<file path="config.mk">
export PLATFORM = sky130hd
export DESIGN_NAME = herring_wait_state_gen
export DESIGN_NICKNAME = d
export VERILOG_FILES = /design/src/rtl/herring_pkg.sv /design/src/rtl/herring_sat_counter.sv /design/src/rtl/herring_wait_state_gen.sv
export SDC_FILE = /design/constraint.sdc
export NUM_CORES = 1
export LEC_CHECK = 0
export CAP_MARGIN = 20
export CORE_MARGIN = 2
export CORE_UTILIZATION = 37
export CTS_CLUSTER_DIAMETER = 80
export DETAILED_ROUTE_END_ITERATION = 7
export SLEW_MARGIN = 10
export SYNTH_ARGS = -nofsm -noshare
export SYNTH_HDL_FRONTEND = slang
export SYNTH_HIERARCHICAL = 1
export SYNTH_SLANG_ARGS = --single-unit
export TNS_END_PERCENT = 10
</file>
<file path="constraint.sdc">
create_clock -name clk_src -period 3.03 [get_ports clk_src]
set_input_delay 0.4545 -clock clk_src [delete_from_list [all_inputs] [get_ports clk_src]]
set_output_delay 0.4545 -clock clk_src [all_outputs]
set_load 0.01 [all_outputs]
</file>
<file path="src/rtl/herring_pkg.sv">
`default_nettype none
// +----------------------------------------------------------------+
// | herring_pkg: shared constants for the PHI2 wait-state generator |
// | Rev 1.0                                                        |
// +----------------------------------------------------------------+
package herring_pkg;

  localparam int unsigned SRC_CLK_HZ = 50_000_000;

  // Encoded so that bit 0 is PHI2 and bit 1 is the stretch flag.
  localparam logic [1:0] ST_LOW     = 2'b00;
  localparam logic [1:0] ST_HIGH    = 2'b01;
  localparam logic [1:0] ST_STRETCH = 2'b11;

  localparam int unsigned CS_SERIAL1 = 6;  // serial card at $F800
  localparam int unsigned CS_BUS_EN  = 7;

  localparam logic [7:0] DEFAULT_SLOW_MASK = 8'b0100_0000;

endpackage
`default_nettype wire

</file>
<file path="src/rtl/herring_sat_counter.sv">
`default_nettype none
// +----------------------------------------------------------------+
// | herring_sat_counter: N-bit counter that sticks at all-ones      |
// | Rev 1.0                                                        |
// +----------------------------------------------------------------+
module herring_sat_counter #(
  parameter int unsigned WIDTH = 16
) (
  input  logic             clk,
  input  logic             rst,
  input  logic             inc,
  output logic [WIDTH-1:0] count
);

  logic [WIDTH-1:0] count_q;
  logic [WIDTH-1:0] count_d;

  always_comb begin
    count_d = count_q;
    if (inc && (count_q != {WIDTH{1'b1}})) begin
      count_d = count_q + 1'b1;
    end
  end

  always_ff @(posedge clk or posedge rst) begin
    if (rst) begin
      count_q <= '0;
    end else begin
      count_q <= count_d;
    end
  end

  assign count = count_q;

endmodule
`default_nettype wire

</file>
<file path="src/rtl/herring_wait_state_gen.sv">
`default_nettype none
// +----------------------------------------------------------------+
// | herring_wait_state_gen: PHI2 divider that stretches slow cycles |
// | Rev 1.0                                                        |
// +----------------------------------------------------------------+
module herring_wait_state_gen
  import herring_pkg::*;
#(
  parameter int unsigned HALF_PERIOD   = 16,
  parameter int unsigned WAIT_HALVES   = 2,
  parameter logic [7:0]  SLOW_MASK     = DEFAULT_SLOW_MASK,
  parameter bit          STRETCH_READ  = 1'b1,
  parameter bit          STRETCH_WRITE = 1'b1
) (
  input  logic        clk_src,
  input  logic        reset,
  input  logic [7:0]  cs_n,
  input  logic        rw,
  output logic        cpu_clk_in,
  output logic        stretching,
  output logic [15:0] stretch_events
);

  if ((HALF_PERIOD < 2) || (HALF_PERIOD > 255) || (WAIT_HALVES > 15)) begin : g_param_check
    $error("herring_wait_state_gen: HALF_PERIOD must be 2..255 and WAIT_HALVES 0..15");
  end

  localparam logic [7:0]  PH_LAST = 8'(HALF_PERIOD - 1);
  // Wraps to all-ones when WAIT_HALVES is 0, but slow_l can never be set then.
  localparam logic [11:0] ST_LOAD = 12'(WAIT_HALVES * HALF_PERIOD - 1);

  logic [1:0]  state_q, state_d;
  logic [7:0]  ph_cnt_q, ph_cnt_d;
  logic [11:0] st_cnt_q, st_cnt_d;
  logic        slow_l_q, slow_l_d;
  logic [7:0]  cs_q;
  logic        rw_q;
  logic        slow;
  logic        evt_inc;

  assign slow = (|(~cs_q & SLOW_MASK)) &
                ((rw_q & STRETCH_READ) | (~rw_q & STRETCH_WRITE));

  always_comb begin
    state_d  = state_q;
    ph_cnt_d = ph_cnt_q + 8'd1;
    st_cnt_d = st_cnt_q;
    slow_l_d = slow_l_q;
    evt_inc  = 1'b0;
    case (state_q)
      ST_LOW: begin
        if (ph_cnt_q == PH_LAST) begin
          state_d  = ST_HIGH;
          ph_cnt_d = 8'd0;
          slow_l_d = slow && (WAIT_HALVES != 0);
        end
      end
      ST_HIGH: begin
        if (ph_cnt_q == PH_LAST) begin
          ph_cnt_d = 8'd0;
          if (slow_l_q) begin
            state_d  = ST_STRETCH;
            st_cnt_d = ST_LOAD;
            evt_inc  = 1'b1;
          end else begin
            state_d = ST_LOW;
          end
        end
      end
      ST_STRETCH: begin
        ph_cnt_d = 8'd0;
        st_cnt_d = st_cnt_q - 12'd1;
        if (st_cnt_q == 12'd0) begin
          state_d  = ST_LOW;
          st_cnt_d = 12'd0;
          slow_l_d = 1'b0;
        end
      end
      default: begin
        state_d  = ST_LOW;
        ph_cnt_d = 8'd0;
        st_cnt_d = 12'd0;
        slow_l_d = 1'b0;
      end
    endcase
  end

  always_ff @(posedge clk_src or posedge reset) begin
    if (reset) begin
      state_q  <= ST_LOW;
      ph_cnt_q <= 8'd0;
      st_cnt_q <= 12'd0;
      slow_l_q <= 1'b0;
      cs_q     <= 8'd0;
      rw_q     <= 1'b0;
    end else begin
      state_q  <= state_d;
      ph_cnt_q <= ph_cnt_d;
      st_cnt_q <= st_cnt_d;
      slow_l_q <= slow_l_d;
      cs_q     <= cs_n;
      rw_q     <= rw;
    end
  end

  herring_sat_counter #(
    .WIDTH (16)
  ) u_evt_cnt (
    .clk   (clk_src),
    .rst   (reset),
    .inc   (evt_inc),
    .count (stretch_events)
  );

  assign cpu_clk_in = state_q[0];
  assign stretching = state_q[1];

endmodule
`default_nettype wire

</file>
==> impl_metrics.csv <==
group,metric,value,unit
clock_tree,ctsHtreeMaxLevel,2,
timing,min_period,2.55,ns
power_and_ir_drop,p_per_area,679,nW/µm²
die,start_util,0.379,
yosys,syn_area_per_cell,10.2,µm²
timing,timing.final.crit_share,0.841,
placed_design,post_dp_cell_area,2360,µm²
yosys,synth_top_area_cell,"dfrtp_1",
route,num_vias,1577,
cells_and_area,fin_area,2480,µm²
grt,grt_overflow_total,0,
placed_design,hpwl,2.80,mm
cells_and_area,drive_above_1_share,0.113,
clock_tree,post_cts_resized,0,
route,ant_nets,0,
timing,worst_slew_pin_slew,0.605,ns
route,post_drt_wl_per_cell,13.4,µm
grt,grt_max_degree,25,
yosys,synth.yosys.warnings,6,
yosys,synth-edff-count,0,
route,routed_via_density,5.22,
cells_and_area,final_common_cell,"dfrtp_1",
outcome,status,"completed",
critical_path,critPathBufInv,0,
critical_path,worstPathRequired,3.20,ns
cells_and_area,nNetsFinal,245,
die,coreArea,5440,µm²
grt,grt_pass1_wl,6.87,mm
cells_and_area,area_growth,20.4,%
die,die_h,78.6,µm
clock_tree,cts_sinks,40,
clock_tree,insertion_delay,0.29,ns
yosys,ys_ff_latch,40,
critical_path,critPathKind,"register to register",
critical_path,critPathMaxFanout,5,
min_path,hp-class,"register to register",
timing,finalSetupViolCount,0,
route,drt_iter0_drc,40,
critical_path,max_stage_delay,0.58,ns
timing,slew_violations,0,
critical_path,cp-end-kind,"register",
power_and_ir_drop,power_leakage,1.05,nW
critical_path,cp_cell_sequence,"or4_1 -> nor2_1 -> nand3_1 -> nor2_1 -> and4_1 -> nand3_1 -> nor2_1 -> mux2_2",
cells_and_area,final_cell_mix,"40 x dfrtp_1, 21 x nor2_1, 20 x clkdlybuf4s50_1, 19 x nand2_1",
placed_design,port_buffers,20,
die,io_pins,29,
critical_path,critPathLaunchType,"register",
clock_tree,clkTransAtPathRegs,0.07,ns
yosys,async_flop_share,1.00,
yosys,postSynthCellCount,203,
timing,finalSetupTns,0,ns
die,dieArea,6180,µm²
timing,slew_headroom,0.596,
yosys,synthDominantCellAreaShare,0.486,
route,routed_wl,4.03,mm
yosys,ys_types,44,
yosys,ys_seq_area_frac,0.486,
critical_path,cpMostUsedCell,"nor2_1",
yosys,syn_area,2060,µm²
grt,antenna_found_initial,0,
critical_path,worstPathArrival,2.72,ns
clock_tree,max-clock-path-buffers,2,
timing,rsz0062_at_grt,"no",
clock_tree,cts_root_buffer,"clkbuf_8",
clock_tree,cts_inserted_buffers,5,
grt,grt_pass1_vias,1485,
power_and_ir_drop,peakVddDrop,327,µV
timing,max_freq,393,MHz
critical_path,cp_top_family,"simple AND/OR/NAND/NOR gates",
die,core.rowCount,27,
clock_tree,cts_tree,"built",
clock_tree,postCtsHoldBufs,0,
yosys,synth_flop_cell,"dfrtp_1",
route,route.detailed.drc,0,
timing,clock_skew,0.00894,ns
timing,hold_viol_final,0,
cells_and_area,diodes,0,
job,max_cap_viol_count,0,
die,fp.dieW,78.6,µm
route,drt-pass1-iter-count,4,
placed_design,gp_congestion,0.730,
clock_tree,post_cts_buffers,0,
critical_path,cpMaxStageDelayCell,"or4_1",
yosys,synth_fp_nets,218,
yosys,ys_top_cells_by_area,"dfrtp_1 49%, xnor2_1 7.2%, nand3_1 4.1%, nor2_1 3.8%, nand2_1 3.5%",
timing,fin_hold_ws,0.455,ns
grt,grt.total_usage,0.140,
[worst register-to-register path: stages, from the launching register on]
cell and delay, ns:
dfrtp_1 0.42, or4_1 0.58, nor2_1 0.23, nand3_1 0.13
nor2_1 0.13, and4_1 0.31, nand3_1 0.15, nor2_1 0.14
mux2_2 0.34
[path summary, 6_finish.rpt]
check | start | to | slack, ns | depth (start not counted)
max | ph_cnt_q[4]$_DFF_PP0_ | u_evt_cnt/count[14]$_DFFE_PP0P_ | 0.48 | 8
min | ph_cnt_q[0]$_DFF_PP0_ | ph_cnt_q[0]$_DFF_PP0_ | 0.46 | 1
max reg2reg | ph_cnt_q[4]$_DFF_PP0_ | u_evt_cnt/count[14]$_DFFE_PP0P_ | 0.48 | 8
min reg2reg | ph_cnt_q[0]$_DFF_PP0_ | ph_cnt_q[0]$_DFF_PP0_ | 0.46 | 1
max in group asynchronous | reset | u_evt_cnt/count[1]$_DFFE_PP0P_ | 2.05 | 2
min in group asynchronous | reset | st_cnt_q[8]$_DFFE_PP0P_ | 0.48 | 2
[per-layer routing]
metal	part of all wire	vias up	GRT usage
met3	0.031	2	0.0356
li1	-	785	-
met5	0	-	0
met4	0.0057	0	0.0474
met1	0.50	770	0.187
met2	0.47	20	0.220
[state kept, by name, summed over array words and instances (netlist names)]
name and count:
u_evt_cnt/count 16, st_cnt_q 12, ph_cnt_q 8, state_q 2, cs_q 1, slow_l_q 1
[where the power goes]
part | switching [W] | leakage [nW] | internal [W]
Sequential | 0.000128 | 0.531 | 0.000637
Combinational | 0.000284 | 0.469 | 0.000260
Clock | 0.000173 | 0.0503 | 0.000203
Total | 0.000585 | 1.05 | 0.00110
[final cells by class]
type	instances	area, µm²
fill	519	2960
multi-input combinational	152	1020
clock buffer	7	96.3
inverter	7	26.3
timing repair buffer	24	250
sequential	40	1000
tap	72	90.1
[Yosys cell counts, types with 2 or more instances]
| cell type | n |
|---|---|
| nor4_4 | 2 |
| xor2_1 | 3 |
| and4_1 | 3 |
| dfrtp_1 | 40 |
| mux2_2 | 2 |
| o211ai_1 | 2 |
| a31oi_1 | 3 |
| nor2b_1 | 3 |
| nand2_1 | 19 |
| ha_1 | 4 |
| o21ai_0 | 5 |
| and3_1 | 5 |
| nand3_1 | 17 |
| a41oi_2 | 2 |
| a2bb2oi_1 | 2 |
| nor2_1 | 21 |
| nand4_1 | 8 |
| or4_1 | 2 |
| inv_1 | 7 |
| o22ai_1 | 5 |
| clkbuf_1 | 3 |
| a21oi_1 | 3 |
| xnor2_1 | 17 |
| nor3_1 | 5 |
[stage by stage]
step / utilization / worst slack, ns / instances / power (W)
floorplan: - / 0.617 / 203 / 0.00116
global route: 0.456 / 0.326 / 302 / 0.00182
global placement: 0.433 / 0.510 / 294 / 0.00131
finish: 0.456 / 0.482 / 302 / 0.00168
CTS: 0.451 / 0.496 / 301 / 0.00171
detailed placement: 0.433 / 0.530 / 294 / 0.00132
[kinds of logic (layout without fill, tap and decap cells)]
| family | after synthesis | count (layout) | synth area share |
|---|---|---|---|
| multiplexers | 3 | 3 | 0.0158 |
| adder cells (fa/ha/maj) | 4 | 4 | 0.0243 |
| XOR/XNOR | 20 | 20 | 0.0850 |
| AO/OA/AOI/OAI | 27 | 27 | 0.0959 |
| buffers and inverters | 11 | 38 | 0.0206 |
| flip-flops | 40 | 40 | 0.486 |
| AND/OR/NAND/NOR | 98 | 98 | 0.273 |
Power figures use the tool's default switching activity.
